`config.mk`:
```
export PLATFORM = sky130hd
export DESIGN_NAME = axi4_sram_slave_flat
export DESIGN_NICKNAME = d
export VERILOG_FILES = /design/src/rtl/eh2_pkg.sv /design/src/rtl/axi4_sram_slave_if.sv /design/src/rtl/rvdffe.sv /design/src/rtl/rvrangecheck.sv /design/src/rtl/axi4_sram_slave.sv /design/src/flat_wrapper.sv
export SDC_FILE = /design/constraint.sdc
export NUM_CORES = 1
export LEC_CHECK = 0
export CAP_MARGIN = 10
export CORE_AREA = 2 2 153 155
export DETAILED_ROUTE_END_ITERATION = 8
export DIE_AREA = 0 0 155 157
export PLACE_DENSITY = 0.64
export SLEW_MARGIN = 20
export SYNTH_ARGS = -nofsm -noshare
export SYNTH_HDL_FRONTEND = slang
export SYNTH_SLANG_ARGS = --single-unit
```
`constraint.sdc`:
```
create_clock -name clk -period 15.3 [get_ports clk]
set_input_delay 3.06 -clock clk [delete_from_list [all_inputs] [get_ports clk]]
set_output_delay 3.06 -clock clk [all_outputs]
set_load 0.02 [all_outputs]
```
`src/rtl/eh2_pkg.sv`:
```
// eh2_pkg: shared FSM state type, AXI response codes and size/alignment helper
package eh2_pkg;
    typedef enum logic [2:0] {IDLE, WR_DATA, WR_MEM, WR_RESP, RD_MEM, RD_RESP} axi_sram_state_t;
    localparam logic [1:0] AXI_RESP_OKAY = 2'b00;
    localparam logic [1:0] AXI_RESP_SLVERR = 2'b10;
    function automatic logic bad_size(input logic [2:0] size, input logic [2:0] lsb);
        logic [2:0] mask;
        mask = size[1] ? (size[0] ? 3'b111 : 3'b011) : (size[0] ? 3'b001 : 3'b000);
        return size[2] | (|(lsb & mask));
    endfunction
endpackage

```
`src/rtl/axi4_sram_slave_if.sv`:
```
// axi4_sram_slave_if: single-beat AXI4 AW/W/B/AR/R channel bundle
interface axi4_sram_slave_if #(parameter int TAG = 1);
    logic           axi_awvalid;
    logic           axi_awready;
    logic [TAG-1:0] axi_awid;
    logic [31:0]    axi_awaddr;
    logic [2:0]     axi_awsize;
    logic [7:0]     axi_awlen;
    logic [1:0]     axi_awburst;
    logic           axi_wvalid;
    logic           axi_wready;
    logic [63:0]    axi_wdata;
    logic [7:0]     axi_wstrb;
    logic           axi_wlast;
    logic           axi_bvalid;
    logic           axi_bready;
    logic [TAG-1:0] axi_bid;
    logic [1:0]     axi_bresp;
    logic           axi_arvalid;
    logic           axi_arready;
    logic [TAG-1:0] axi_arid;
    logic [31:0]    axi_araddr;
    logic [2:0]     axi_arsize;
    logic [7:0]     axi_arlen;
    logic           axi_rvalid;
    logic           axi_rready;
    logic [TAG-1:0] axi_rid;
    logic [63:0]    axi_rdata;
    logic [1:0]     axi_rresp;
    logic           axi_rlast;
    modport master (
        output axi_awvalid, axi_awid, axi_awaddr, axi_awsize, axi_awlen, axi_awburst,
        output axi_wvalid, axi_wdata, axi_wstrb, axi_wlast, axi_bready,
        output axi_arvalid, axi_arid, axi_araddr, axi_arsize, axi_arlen, axi_rready,
        input  axi_awready, axi_wready, axi_bvalid, axi_bid, axi_bresp,
        input  axi_arready, axi_rvalid, axi_rid, axi_rdata, axi_rresp, axi_rlast
    );
    modport slave (
        input  axi_awvalid, axi_awid, axi_awaddr, axi_awsize, axi_awlen, axi_awburst,
        input  axi_wvalid, axi_wdata, axi_wstrb, axi_wlast, axi_bready,
        input  axi_arvalid, axi_arid, axi_araddr, axi_arsize, axi_arlen, axi_rready,
        output axi_awready, axi_wready, axi_bvalid, axi_bid, axi_bresp,
        output axi_arready, axi_rvalid, axi_rid, axi_rdata, axi_rresp, axi_rlast
    );
endinterface

```
`src/rtl/rvdffe.sv`:
```
// rvdffe: enabled flop with asynchronous active-high reset to zero
module rvdffe #(parameter int WIDTH = 1) (
    input  logic             clk,
    input  logic             rst,
    input  logic             en,
    input  logic [WIDTH-1:0] din,
    output logic [WIDTH-1:0] dout
);
    always_ff @(posedge clk or posedge rst)
        if (rst) dout <= '0;
        else if (en) dout <= din;
endmodule

```
`src/rtl/rvrangecheck.sv`:
```
// rvrangecheck: addr lies in [BASE, BASE + 2^SIZE_LOG2); addresses below BASE wrap high and fail
module rvrangecheck #(
    parameter logic [31:0] BASE = 32'h0,
    parameter int SIZE_LOG2 = 13
) (
    input  logic [31:0] addr,
    output logic        in_range
);
    logic [31:0] off;
    assign off = addr - BASE;
    assign in_range = {1'b0, off} < (33'd1 << SIZE_LOG2);
endmodule

```
`src/rtl/axi4_sram_slave.sv`:
```
// axi4_sram_slave: single-beat AXI4 slave in front of a 64-bit synchronous SRAM.
// Optional sticky first-error address log under AXI4_SRAM_SLAVE_ERRLOG_EN.
module axi4_sram_slave
    import eh2_pkg::*;
#(
    parameter int TAG = 1,
    parameter int DEPTH_LOG2 = 10,
    parameter logic [31:0] BASE_ADDR = 32'h0
) (
    input  logic                  clk,
    input  logic                  rst,
    axi4_sram_slave_if.slave      s,
    output logic                  mem_cs,
    output logic                  mem_we,
    output logic [DEPTH_LOG2-1:0] mem_addr,
    output logic [63:0]           mem_wdata,
    output logic [7:0]            mem_wstrb,
    input  logic [63:0]           mem_rdata
`ifdef AXI4_SRAM_SLAVE_ERRLOG_EN
    ,
    input  logic                  err_clr,
    output logic                  err_vld,
    output logic [31:0]           err_addr
`endif
);
    axi_sram_state_t state, state_n;
    logic [2:0] state_q;
    logic idle, aw_hs, w_hs, ar_hs, acc, in_range, new_err, err_q, first_q, r_hs;
    logic [31:0] acc_addr;
    logic [2:0] acc_size;
    logic [7:0] acc_len, cnt_q, wstrb_q;
    logic [TAG-1:0] id_q;
    logic [DEPTH_LOG2-1:0] addr_q;
    logic [63:0] wdata_q, rbuf_q;
    logic unused_awburst;
    assign unused_awburst = ^s.axi_awburst;
    assign state = axi_sram_state_t'(state_q);
    assign idle = (state == IDLE) & ~rst;
    assign aw_hs = s.axi_awvalid & s.axi_awready;
    assign w_hs = s.axi_wvalid & s.axi_wready;
    assign ar_hs = s.axi_arvalid & s.axi_arready;
    assign r_hs = s.axi_rvalid & s.axi_rready;
    assign acc = aw_hs | ar_hs;
    // AW has priority in IDLE, so the shared checker follows awvalid
    assign acc_addr = s.axi_awvalid ? s.axi_awaddr : s.axi_araddr;
    assign acc_size = s.axi_awvalid ? s.axi_awsize : s.axi_arsize;
    assign acc_len = s.axi_awvalid ? s.axi_awlen : s.axi_arlen;
    rvrangecheck #(.BASE(BASE_ADDR), .SIZE_LOG2(DEPTH_LOG2 + 3)) u_range (
        .addr(acc_addr), .in_range(in_range)
    );
    assign new_err = ~in_range | bad_size(acc_size, acc_addr[2:0]) | (acc_len != 8'd0);
    always_comb begin
        state_n = state;
        case (state)
            IDLE:    state_n = aw_hs ? ((w_hs & (s.axi_wlast | ~new_err)) ? WR_MEM : WR_DATA)
                             : ar_hs ? RD_MEM : IDLE;
            WR_DATA: state_n = (w_hs & (s.axi_wlast | ~err_q)) ? WR_MEM : WR_DATA;
            WR_MEM:  state_n = WR_RESP;
            WR_RESP: state_n = s.axi_bready ? IDLE : WR_RESP;
            RD_MEM:  state_n = RD_RESP;
            RD_RESP: state_n = (s.axi_rready & (cnt_q == 8'd0)) ? IDLE : RD_RESP;
            default: state_n = IDLE;
        endcase
    end
    rvdffe #(3) u_state (.clk(clk), .rst(rst), .en(1'b1), .din(state_n), .dout(state_q));
    rvdffe #(TAG) u_id (.clk(clk), .rst(rst), .en(acc), .din(aw_hs ? s.axi_awid : s.axi_arid), .dout(id_q));
    rvdffe #(1) u_err (.clk(clk), .rst(rst), .en(acc), .din(new_err), .dout(err_q));
    rvdffe #(DEPTH_LOG2) u_addr (
        .clk(clk), .rst(rst), .en(acc),
        .din(DEPTH_LOG2'((acc_addr - BASE_ADDR) >> 3)), .dout(addr_q)
    );
    rvdffe #(8) u_cnt (
        .clk(clk), .rst(rst), .en(ar_hs | r_hs),
        .din(ar_hs ? s.axi_arlen : cnt_q - 8'd1), .dout(cnt_q)
    );
    rvdffe #(64) u_wdata (.clk(clk), .rst(rst), .en(w_hs), .din(s.axi_wdata), .dout(wdata_q));
    rvdffe #(8) u_wstrb (.clk(clk), .rst(rst), .en(w_hs), .din(s.axi_wstrb), .dout(wstrb_q));
    // SRAM data arrives on the first RD_RESP cycle; it is passed through then and held in rbuf after
    rvdffe #(1) u_first (.clk(clk), .rst(rst), .en(1'b1), .din(state == RD_MEM), .dout(first_q));
    rvdffe #(64) u_rbuf (.clk(clk), .rst(rst), .en(first_q), .din(mem_rdata), .dout(rbuf_q));
    assign s.axi_awready = idle;
    assign s.axi_arready = idle & ~s.axi_awvalid;
    assign s.axi_wready = (idle & s.axi_awvalid) | (state == WR_DATA);
    assign s.axi_bvalid = state == WR_RESP;
    assign s.axi_bid = id_q;
    assign s.axi_bresp = err_q ? AXI_RESP_SLVERR : AXI_RESP_OKAY;
    assign s.axi_rvalid = state == RD_RESP;
    assign s.axi_rid = id_q;
    assign s.axi_rresp = err_q ? AXI_RESP_SLVERR : AXI_RESP_OKAY;
    assign s.axi_rlast = s.axi_rvalid & (cnt_q == 8'd0);
    assign s.axi_rdata = (s.axi_rvalid & ~err_q) ? (first_q ? mem_rdata : rbuf_q) : 64'd0;
    assign mem_cs = ((state == WR_MEM) | (state == RD_MEM)) & ~err_q;
    assign mem_we = (state == WR_MEM) & ~err_q;
    assign mem_addr = addr_q;
    assign mem_wdata = wdata_q;
    assign mem_wstrb = wstrb_q;
`ifdef AXI4_SRAM_SLAVE_ERRLOG_EN
    logic log_new;
    assign log_new = acc & new_err & ~err_vld;
    rvdffe #(1) u_err_vld (.clk(clk), .rst(rst), .en(1'b1), .din(~err_clr & (err_vld | log_new)), .dout(err_vld));
    rvdffe #(32) u_err_addr (.clk(clk), .rst(rst), .en(~err_clr & log_new), .din(acc_addr), .dout(err_addr));
`endif
endmodule

```
`src/flat_wrapper.sv`:
```
// flat-port wrapper written by rule: the top's interface ports become plain ports
module axi4_sram_slave_flat import eh2_pkg::*;
#(
    parameter int TAG = 1,
    parameter int DEPTH_LOG2 = 10,
    parameter logic [31:0] BASE_ADDR = 32'h0
)
  (clk, rst, mem_cs, mem_we, mem_addr, mem_wdata, mem_wstrb, mem_rdata, s_axi_awvalid, s_axi_awid, s_axi_awaddr, s_axi_awsize, s_axi_awlen, s_axi_awburst, s_axi_wvalid, s_axi_wdata, s_axi_wstrb, s_axi_wlast, s_axi_bready, s_axi_arvalid, s_axi_arid, s_axi_araddr, s_axi_arsize, s_axi_arlen, s_axi_rready, s_axi_awready, s_axi_wready, s_axi_bvalid, s_axi_bid, s_axi_bresp, s_axi_arready, s_axi_rvalid, s_axi_rid, s_axi_rdata, s_axi_rresp, s_axi_rlast);
  axi4_sram_slave_if #(.TAG(TAG)) s_i ();
  input  logic clk;
  input  logic rst;
  output logic mem_cs;
  output logic mem_we;
  output logic [DEPTH_LOG2-1:0] mem_addr;
  output logic [63:0] mem_wdata;
  output logic [7:0] mem_wstrb;
  input  logic [63:0] mem_rdata;
  input wire logic [$bits(s_i.axi_awvalid)-1:0] s_axi_awvalid;
  input wire logic [$bits(s_i.axi_awid)-1:0] s_axi_awid;
  input wire logic [$bits(s_i.axi_awaddr)-1:0] s_axi_awaddr;
  input wire logic [$bits(s_i.axi_awsize)-1:0] s_axi_awsize;
  input wire logic [$bits(s_i.axi_awlen)-1:0] s_axi_awlen;
  input wire logic [$bits(s_i.axi_awburst)-1:0] s_axi_awburst;
  input wire logic [$bits(s_i.axi_wvalid)-1:0] s_axi_wvalid;
  input wire logic [$bits(s_i.axi_wdata)-1:0] s_axi_wdata;
  input wire logic [$bits(s_i.axi_wstrb)-1:0] s_axi_wstrb;
  input wire logic [$bits(s_i.axi_wlast)-1:0] s_axi_wlast;
  input wire logic [$bits(s_i.axi_bready)-1:0] s_axi_bready;
  input wire logic [$bits(s_i.axi_arvalid)-1:0] s_axi_arvalid;
  input wire logic [$bits(s_i.axi_arid)-1:0] s_axi_arid;
  input wire logic [$bits(s_i.axi_araddr)-1:0] s_axi_araddr;
  input wire logic [$bits(s_i.axi_arsize)-1:0] s_axi_arsize;
  input wire logic [$bits(s_i.axi_arlen)-1:0] s_axi_arlen;
  input wire logic [$bits(s_i.axi_rready)-1:0] s_axi_rready;
  output wire logic [$bits(s_i.axi_awready)-1:0] s_axi_awready;
  output wire logic [$bits(s_i.axi_wready)-1:0] s_axi_wready;
  output wire logic [$bits(s_i.axi_bvalid)-1:0] s_axi_bvalid;
  output wire logic [$bits(s_i.axi_bid)-1:0] s_axi_bid;
  output wire logic [$bits(s_i.axi_bresp)-1:0] s_axi_bresp;
  output wire logic [$bits(s_i.axi_arready)-1:0] s_axi_arready;
  output wire logic [$bits(s_i.axi_rvalid)-1:0] s_axi_rvalid;
  output wire logic [$bits(s_i.axi_rid)-1:0] s_axi_rid;
  output wire logic [$bits(s_i.axi_rdata)-1:0] s_axi_rdata;
  output wire logic [$bits(s_i.axi_rresp)-1:0] s_axi_rresp;
  output wire logic [$bits(s_i.axi_rlast)-1:0] s_axi_rlast;
  assign s_i.axi_awvalid = s_axi_awvalid;
  assign s_i.axi_awid = s_axi_awid;
  assign s_i.axi_awaddr = s_axi_awaddr;
  assign s_i.axi_awsize = s_axi_awsize;
  assign s_i.axi_awlen = s_axi_awlen;
  assign s_i.axi_awburst = s_axi_awburst;
  assign s_i.axi_wvalid = s_axi_wvalid;
  assign s_i.axi_wdata = s_axi_wdata;
  assign s_i.axi_wstrb = s_axi_wstrb;
  assign s_i.axi_wlast = s_axi_wlast;
  assign s_i.axi_bready = s_axi_bready;
  assign s_i.axi_arvalid = s_axi_arvalid;
  assign s_i.axi_arid = s_axi_arid;
  assign s_i.axi_araddr = s_axi_araddr;
  assign s_i.axi_arsize = s_axi_arsize;
  assign s_i.axi_arlen = s_axi_arlen;
  assign s_i.axi_rready = s_axi_rready;
  assign s_axi_awready = s_i.axi_awready;
  assign s_axi_wready = s_i.axi_wready;
  assign s_axi_bvalid = s_i.axi_bvalid;
  assign s_axi_bid = s_i.axi_bid;
  assign s_axi_bresp = s_i.axi_bresp;
  assign s_axi_arready = s_i.axi_arready;
  assign s_axi_rvalid = s_i.axi_rvalid;
  assign s_axi_rid = s_i.axi_rid;
  assign s_axi_rdata = s_i.axi_rdata;
  assign s_axi_rresp = s_i.axi_rresp;
  assign s_axi_rlast = s_i.axi_rlast;
  axi4_sram_slave #(.TAG(TAG), .DEPTH_LOG2(DEPTH_LOG2), .BASE_ADDR(BASE_ADDR)) u_core (.clk(clk), .rst(rst), .s(s_i), .mem_cs(mem_cs), .mem_we(mem_we), .mem_addr(mem_addr), .mem_wdata(mem_wdata), .mem_wstrb(mem_wstrb), .mem_rdata(mem_rdata));
endmodule
```
# Word level (Yosys, flattened, before mapping)
# Cells that the tools add are included.
# totals
ff_bits	160
in_bits	234
out_inout_bits	160
elab_cells	66
# op_classes
n_addsub	1
magnitude_cmp	1
n_eq_ne	5
mux	18
bitwise	28
n_reduce_logical	4
# ops
cell	n
$mux 64	2
$lt 32x14->1 const B	1
$mux 32	1
$mux 3	6
$pmux 3 s6	1
$mux 8	2
$and 1x1->1	13
$or 1x1->1	9
$logic_not 8->1	1
$mux 2	4
$reduce_bool 8->1	1
$sub 8x1->8 const B	1
$eq 3x2->1 const B	2
$eq 3x3->1 const B	2
$not 1->1	5
$and 3x3->3	1
$eq 3x1->1 const B	1
$logic_not 3->1	1
$reduce_or 3->1	1
$mux 1	2

# Depth between registers and ports, before layout
# Gate-level depths: netlist (run 1).
# depth
ltp_word	14
ltp_mapped	8
depth_no_buf	7

# Modules after synthesis
# A second synthesis (run 1) with hierarchy kept.
# unflattened
hier_cells	627
hier_area_um2	8703.3
# modules_own_cells
mod	instances	cells_each	area_each_um2
rvdffe at u_core.u_rbuf ...	2	136	2682.6
axi4_sram_slave	1	275	1958.1
rvdffe at u_core.u_cnt ...	2	18	335.3
rvdffe at u_core.u_addr	1	22	415.4
rvdffe at u_core.u_err ...	3	3	43.8
rvdffe at u_core.u_state	1	7	112.6
rvrangecheck	1	6	50.0

# Least setup slack after synthesis (run 1)
# OpenSTA, ideal clock, no wires.
# synth_timing
path_kind	input to output
from	input rst
to	output s_axi_wready
t_arrival_ps	7196
slack_ps	5044
stages	3
n_path_buf	0
path_cell_list	inv_1 a21oi_1 nor3_2
# synth_between
elab_chain_len	4
# synth_rtl
item	line_no	rtl
start: declaration	flat_wrapper.sv:11	input logic rst;
$not 1->1	axi4_sram_slave.sv:38	assign idle = (state == IDLE) & ~rst;
$and 1x1->1	axi4_sram_slave.sv:38	
$and 1x1->1	axi4_sram_slave.sv:83	assign s.axi_wready = (idle & s.axi_awvalid) | (state == WR_DATA);
$or 1x1->1	axi4_sram_slave.sv:83	
end: declaration	flat_wrapper.sv:36	output wire logic [$bits(s_i.axi_wready)-1:0] s_axi_wready;
# No other way between the ends.

# Worst setup path after layout (run 1)
# Same ends and word-level chain as after synthesis.

==> results by group, run 1 <==
Power and ir drop
  – Power density over the cells: 174 mW/mm²
  – Combinational power share: 43.2%
  – IR Drop Worst-Case VDD: 0.000108 V
  – Sw frac: 33.4%
  – Sequential Power Share: 35.8%
  – Switching power: 682 µW
  – Internal power: 1360 µW
  – Total power: 2040 µW
  – Clock power share: 21.1%
  – P_leak: 0.00470 µW

Placed design
  – Dpl cells: 1179
  – Pre-CTS worst setup slack: 6730 ps
  – Hpwl dp: 15.5 mm
  – Gpl congestion: 0.832
  – Port Buffer Count: 389

Timing
  – Setup violators final: 0
  – Final Max Tran Viols: 0
  – Worst setup margin: 6860 ps
  – Period utilization: 55.2%
  – F_max: 119 MHz
  – Rel. slew slack: 33.7%
  – TNS Setup: 0 ps
  – Hold Violations, Final: 0
  – RSZ-0062 raised after global routing: false
  – Clk_skew: 9.86 ps
  – Final worst path period need: 8440 ps
  – Least-Margin Pin Slew: 994 ps

CTS
  – CTS resizes: 0
  – Setup Buffers After CTS: 0
  – TritonCTS clock tree: done
  – Post-CTS Hold Fix Bufs: 0
  – Sink Count: 160
  – Clk_lat worst skew: 420 ps
  – Total CTS buffers: 17
  – Root Buffer: clkbuf_16
  – CTS H-tree lvls: 4
  – CTS clock-pin slew for the worst setup and hold paths: 70 ps
  – Clock buffer depth: 2

Synthesis
  – XOR/XNOR share of the synthesized area: 0%
  – Synth Area in Compound Gates: 4.57%
  – Post-synthesis mux area share: 23.5%
  – Synth cell types: 43
  – Register area share after synthesis: 57.3%
  – Synthesized area: 0.00699 mm²
  – Simple-Gate Fraction of Synth Area: 11.6%
  – Adder and majority gate portion of the synthesized area: 0.179%
  – Syn Area/Cell: 13.1 µm²
  – Largest family of logic cells by synthesized area: multiplexers
  – Synth Register Bits: 160
  – Synth warn: 0
  – Cell count after synthesis: 532

Global route
  – Vias in the first global route: 5753
  – Gr usage total: 16.9%
  – Grt ovf: 0
  – First-pass GRT wire length: 31.8 mm
  – Initial antenna violation count: 1
  – Largest net degree at the start of global routing: 100

Critical path
  – Reg2reg start: u_core.u_state.dout[0]$_DFF_PP0_
  – CP max stage cell: clkdlybuf4s50_1
  – Critical Path Max Stage Delay: 690 ps
  – Critical path class: input port to output port
  – CP Max Fanout: 99
  – Worst R2R Path Depth: 5
  – Crit. End Element: output port
  – Critical path launch point type: input port
  – CP Data Required Time: 12240 ps
  – CP dominant cell by count: clkdlybuf4s50_1
  – CP Cell Sequence: clkdlybuf4s50_1 > inv_6 > a21oi_1 > nor3_2 > clkdlybuf4s50_1
  – R2r setup slk: 13110 ps
  – Reg2reg end: u_core.u_wstrb.dout[1]$_DFFE_PP0P_
  – CP arrival: 5380 ps

Die
  – Die Y-Extent: 157 µm
  – Core Rows: 55
  – Total die area: 0.0243 mm²
  – Initial core utilization: 31.1%
  – Die Wd: 155 µm
  – Core area: 0.0225 mm²
  – # IOs: 394

Status
  – Status: finished, final reports clean

Hold path
  – Hold_sp: u_core.u_addr.dout[4]$_DFFE_PP0P_
  – HP Class: flip-flop to flip-flop
  – Hold Path Depth: 2
  – WHS Endpoint: u_core.u_addr.dout[4]$_DFFE_PP0P_

Final layout
  – Share of cells above drive strength 1: 20.0%
  – Post-Layout Cell Count: 1212
  – Area growth, synth to finish: 67.7%
  – Area occupied by multi-input gates: 0.00280 mm²
  – Seq. cell area: 0.00401 mm²
  – Nets@finish: 1148
  – Fillers: 2024
  – Fin util: 52.1%

Detailed routing
  – Vias per Instance: 4.58
  – Met3 wire len: 2.08 mm
  – Via count: 5547
  – # DRC: 0
  – Routed WL: 21.0 mm
  – WL/cell: 17.3 µm
  – First-pass DRT Iterations: 4
  – Routed Antenna Nets: 0
  – Highest metal used: met4
  – WL met2: 9.91 mm
  – Starting DRT DRC Count: 237
  – M1 WL: 8.71 mm

Job
  – Max-Cap Viols: 0
==> per-stage QoR <==
stage	cell area (µm²)	hold WS, ps
after detailed placement	11100	470
after global placement	11100	462
after floorplan	6990	466
final	11700	478
after CTS	11700	485
after global routing	11700	503
==> power by group through the flow <==
stage	Combinational (µW)	Sequential, µW	Clock, µW
after floorplan	369	856	0
after global placement	885	728	0
after detailed placement	891	738	0
after CTS	895	732	445
after global routing	941	755	465
final	880	729	430
==> worst max path at each step <==
stage / from / end / cells past startpoint / slack (ps)
2_1_floorplan: rst / s_axi_wready / 3 / 5040
3_3_place_gp: rst / s_axi_wready / 5 / 6760
3_5_place_dp: rst / s_axi_wready / 5 / 6730
4_1_cts: rst / s_axi_wready / 5 / 6730
5_1_grt: rst / s_axi_wready / 5 / 6570
6_report: rst / s_axi_wready / 5 / 6860
==> layout make-up <==
class,count,share of cell area (%)
antenna,1,0.0214
clock buffer,17,3.63
clock inverter,15,1.42
inverter,6,0.235
multi-input combinational,333,23.9
sequential,160,34.2
tap,285,3.04
timing repair buffer,395,33.6
==> state kept, by name, summed over array words and instances (netlist names) <==
register / flops
u_core.u_addr.dout: 10
u_core.u_wstrb.dout: 8
u_core.u_rbuf.dout: 64
u_core.u_id.dout: 1
u_core.u_state.dout: 3
u_core.u_first.dout: 1
u_core.u_err.dout: 1
u_core.u_wdata.dout: 64
u_core.u_cnt.dout: 8
==> placed cells by master (no fill, tap or decap), types with 11 or more instances in the layout <==
cell type and instances:
clkdlybuf4s50_1 389, dfrtp_1 159, mux2_2 136, nor2b_1 68
o21ai_0 21, nand2_1 17, clkbuf_16 17, nor2_1 11
nor4_1 11, mux2i_1 11
==> cells by family (layout without fill, tap and decap cells) <==
| kind of cell | Yosys count | count (layout) |
|---|---|---|
| other cells | 1 | 3 |
| fa+ha+maj | 1 | 1 |
| flops | 160 | 160 |
| buf+inv | 40 | 433 |
| mux | 147 | 147 |
| simple gates | 137 | 137 |
| compound gates | 46 | 46 |
==> metal layers <==
metal / vias to the layer above / global-route usage, %
met2: 230 / 27.6
met5: - / 0
met4: 0 / 4.94
met1: 2676 / 20.2
met3: 19 / 7.57
li1: 2622 / -
==> worst max-delay path: cells and delay by family <==
family	cells	cell delay, ps
and+or+nand+nor	1	240
buffers and inverters	3	1880
AOI/OAI and AO/OA	1	180
==> Yosys cell counts, drive strengths merged <==
cell / n / area (µm²)
a21o: 3 / 23.8
nor4: 12 / 90.1
conb: 1 / 3.75
nand3: 2 / 10.0
nand3b: 1 / 7.51
ha: 1 / 12.5
a2111oi: 1 / 27.5
a311o: 1 / 10.0
a22oi: 1 / 7.51
a211oi: 3 / 22.5
dfrtp: 160 / 4000
nor2: 11 / 41.3
nand4: 2 / 12.5
o21ai: 21 / 105
nor3b: 1 / 7.51
o211ai: 1 / 7.51
o221ai: 1 / 8.76
a22o: 1 / 8.76
nand2: 18 / 67.6
and3: 1 / 6.26
o31ai: 1 / 7.51
mux2i: 11 / 110
and2: 2 / 12.5
mux2: 136 / 1530
or4: 2 / 18.8
nor3: 9 / 55.1
a221o: 5 / 50.1
clkbuf: 11 / 41.3
nand2b: 5 / 31.3
nor2b: 68 / 425
and3b: 2 / 17.5
a31oi: 1 / 6.26
a31o: 1 / 8.76
a21oi: 5 / 25.0
inv: 6 / 22.5
nor4b: 1 / 8.76
buf: 23 / 131
Note: power is estimated with default switching activity, not from simulation.
==> inputs of run 2 (changes only) <==
--- a/config.mk
+++ b/config.mk
@@ -6,10 +6,10 @@
 export NUM_CORES = 1
 export LEC_CHECK = 0
 export CAP_MARGIN = 10
-export CORE_AREA = 2 2 153 155
+export CORE_AREA = 2 2 154 156
 export DETAILED_ROUTE_END_ITERATION = 8
-export DIE_AREA = 0 0 155 157
-export PLACE_DENSITY = 0.64
+export DIE_AREA = 0 0 156 158
+export PLACE_DENSITY = 0.63
 export SLEW_MARGIN = 20
 export SYNTH_ARGS = -nofsm -noshare
 export SYNTH_HDL_FRONTEND = slang
==> constraint.sdc (replaced) <==
create_clock -name clk -period 8.65 [get_ports clk]
set_input_delay 1.73 -clock clk [delete_from_list [all_inputs] [get_ports clk]]
set_output_delay 1.73 -clock clk [all_outputs]
set_load 0.02 [all_outputs]
==> results by group, run 2 (synthesized netlist as in run 1, its figures left out) <==
Status
  – Status: finished, final reports clean

Die
  – Die Y-Extent: 158 µm
  – Die Wd: 156 µm
  – # IOs: 394
  – Total die area: 0.0246 mm²
  – Core Rows: 56
  – Core area: 0.0231 mm²
  – Initial core utilization: 30.3%

CTS
  – Clock buffer depth: 2
  – CTS resizes: 0
  – Clk_lat worst skew: 420 ps
  – Post-CTS Hold Fix Bufs: 0
  – Setup Buffers After CTS: 0
  – CTS clock-pin slew for the worst setup and hold paths: 70 ps
  – TritonCTS clock tree: done
  – CTS H-tree lvls: 4
  – Root Buffer: clkbuf_16
  – Total CTS buffers: 17
  – Sink Count: 160

Detailed routing
  – WL/cell: 17.4 µm
  – Via count: 5563
  – Starting DRT DRC Count: 187
  – Routed WL: 21.3 mm
  – First-pass DRT Iterations: 4
  – Routed Antenna Nets: 0
  – Vias per Instance: 4.57
  – # DRC: 0

Power and ir drop
  – Combinational power share: 42.4%
  – Internal power: 2470 µW
  – Switching power: 1200 µW
  – IR Drop Worst-Case VDD: 0.000172 V
  – Clock power share: 22.4%
  – Sw frac: 32.6%
  – Power density over the cells: 311 mW/mm²
  – P_leak: 0.00474 µW
  – Total power: 3670 µW
  – Sequential Power Share: 35.2%

Placed design
  – Port Buffer Count: 389
  – Pre-CTS worst setup slack: 2790 ps
  – Hpwl dp: 15.8 mm
  – Gpl congestion: 0.778
  – Placed Area: 0.0111 mm²

Final layout
  – Area growth, synth to finish: 68.9%
  – Most frequent cells in the layout: 389 x clkdlybuf4s50_1, 159 x dfrtp_1, 136 x mux2_2, 68 x nor2b_1, 21 x o21ai_0
  – Most common cell after layout, fill and taps aside: clkdlybuf4s50_1
  – Registers with the most flip-flops: u_core.u_rbuf.dout: 64 flops, u_core.u_wdata.dout: 64 flops, u_core.u_addr.dout: 10 flops
  – Nets@finish: 1149
  – Share of cells above drive strength 1: 20.1%
  – Fillers: 2083
  – Finished Cell Area: 0.0118 mm²

Hold path
  – HP Class: flip-flop to flip-flop

Global route
  – First-pass GRT wire length: 31.8 mm
  – Gr usage total: 16.9%
  – Grt ovf: 0
  – Vias in the first global route: 5625
  – Initial antenna violation count: 1
  – Largest net degree at the start of global routing: 90

Timing
  – TNS Setup: 0 ps
  – Clk_skew: 9.87 ps
  – Period utilization: 66.6%
  – Setup violators final: 0
  – Rel. slew slack: 41.7%
  – Hold Violations, Final: 0
  – F_max: 174 MHz
  – Worst setup margin: 2890 ps
  – Least-Margin Pin Slew: 875 ps
  – Final Max Tran Viols: 0
  – RSZ-0062 raised after global routing: false
  – Final worst path period need: 5760 ps

Critical path
  – CP endpoint: s_axi_wready
  – Crit. End Element: output port
  – Reg2reg end: u_core.u_wdata.dout[43]$_DFFE_PP0P_
  – CP Data Required Time: 6920 ps
  – Reg2reg start: u_core.u_state.dout[0]$_DFF_PP0_
  – Critical path launch point type: input port
  – Critical path class: input port to output port
  – Crit path launch: rst
  – R2r setup slk: 6340 ps
  – CP Max Fanout: 89
  – Worst R2R Path Depth: 5
  – CP arrival: 4030 ps

Job
  – Max-Cap Viols: 0
run 2: changes by cell type in the layout (fill, tap and decap cells not counted):
cell / before / now
nand2_4: 0 / 1
bufinv_16: 1 / 3
buf_12: 0 / 1
nand2_2: 1 / 0
clkinvlp_4: 2 / 0
clkinv_4: 0 / 3
clkinv_8: 1 / 0
clkbuf_8: 0 / 2
inv_6: 6 / 3
clkinv_2: 1 / 0
run 2: per-stage QoR:
stage / util, % / hold slack (ps) / std cells
floorplan: - / 466 / 533
CTS: 51.1 / 486 / 1216
detailed placement: 48.3 / 469 / 1184
finish: 51.2 / 482 / 1218
global route: 51.2 / 504 / 1217
global placement: 48.3 / 461 / 1184
run 2: worst min-delay path by stage:
stage                                                  from                           endpoint  slack, ps  cells past startpoint
after global placement    u_core.u_addr.dout[6]$_DFFE_PP0P_  u_core.u_addr.dout[6]$_DFFE_PP0P_        460                      2
after global routing       u_core.u_rbuf.dout[33]$_DFF_PP0_   u_core.u_rbuf.dout[33]$_DFF_PP0_        500                      1
after CTS                 u_core.u_addr.dout[6]$_DFFE_PP0P_  u_core.u_addr.dout[6]$_DFFE_PP0P_        490                      2
after floorplan            u_core.u_rbuf.dout[10]$_DFF_PP0_   u_core.u_rbuf.dout[10]$_DFF_PP0_        470                      1
after detailed placement  u_core.u_addr.dout[6]$_DFFE_PP0P_  u_core.u_addr.dout[6]$_DFFE_PP0P_        470                      2
final                     u_core.u_addr.dout[6]$_DFFE_PP0P_  u_core.u_addr.dout[6]$_DFFE_PP0P_        480                      2
run 2: cell type report:
class	count	area (µm²)	area share [%]
diodes	1	2.50	0.0212
clock buffers	19	453	3.84
clock inverters	13	190	1.61
inverters	6	27.5	0.233
multi-input cells	333	2800	23.7
flip-flops and latches	160	4010	33.9
well taps	290	363	3.07
repair buffers	396	3960	33.5
run 2: worst max-delay path, cell delays in order:
cell and delay [ps]:
clkdlybuf4s50_1 520, inv_6 610, a21oi_1 180, nor3_2 260, clkdlybuf4s50_1 680
run 2: metal layers:
metal	up-vias	track usage, %	wire (µm)
met5	-	0	0
met4	0	5.16	268
met3	19	7.72	2300
met2	257	26.8	9800
met1	2662	20.6	8880
li1	2625	-	-
run 2: power by group through the flow:
| stage | combinational (µW) | sequential [µW] | clock, µW |
|---|---|---|---|
| 2_1_floorplan | 654 | 1510 | 0 |
| 3_3_place_gp | 1560 | 1290 | 0 |
| 3_5_place_dp | 1580 | 1310 | 0 |
| 4_1_cts | 1580 | 1300 | 849 |
| 5_1_grt | 1670 | 1340 | 879 |
| 6_report | 1560 | 1290 | 821 |
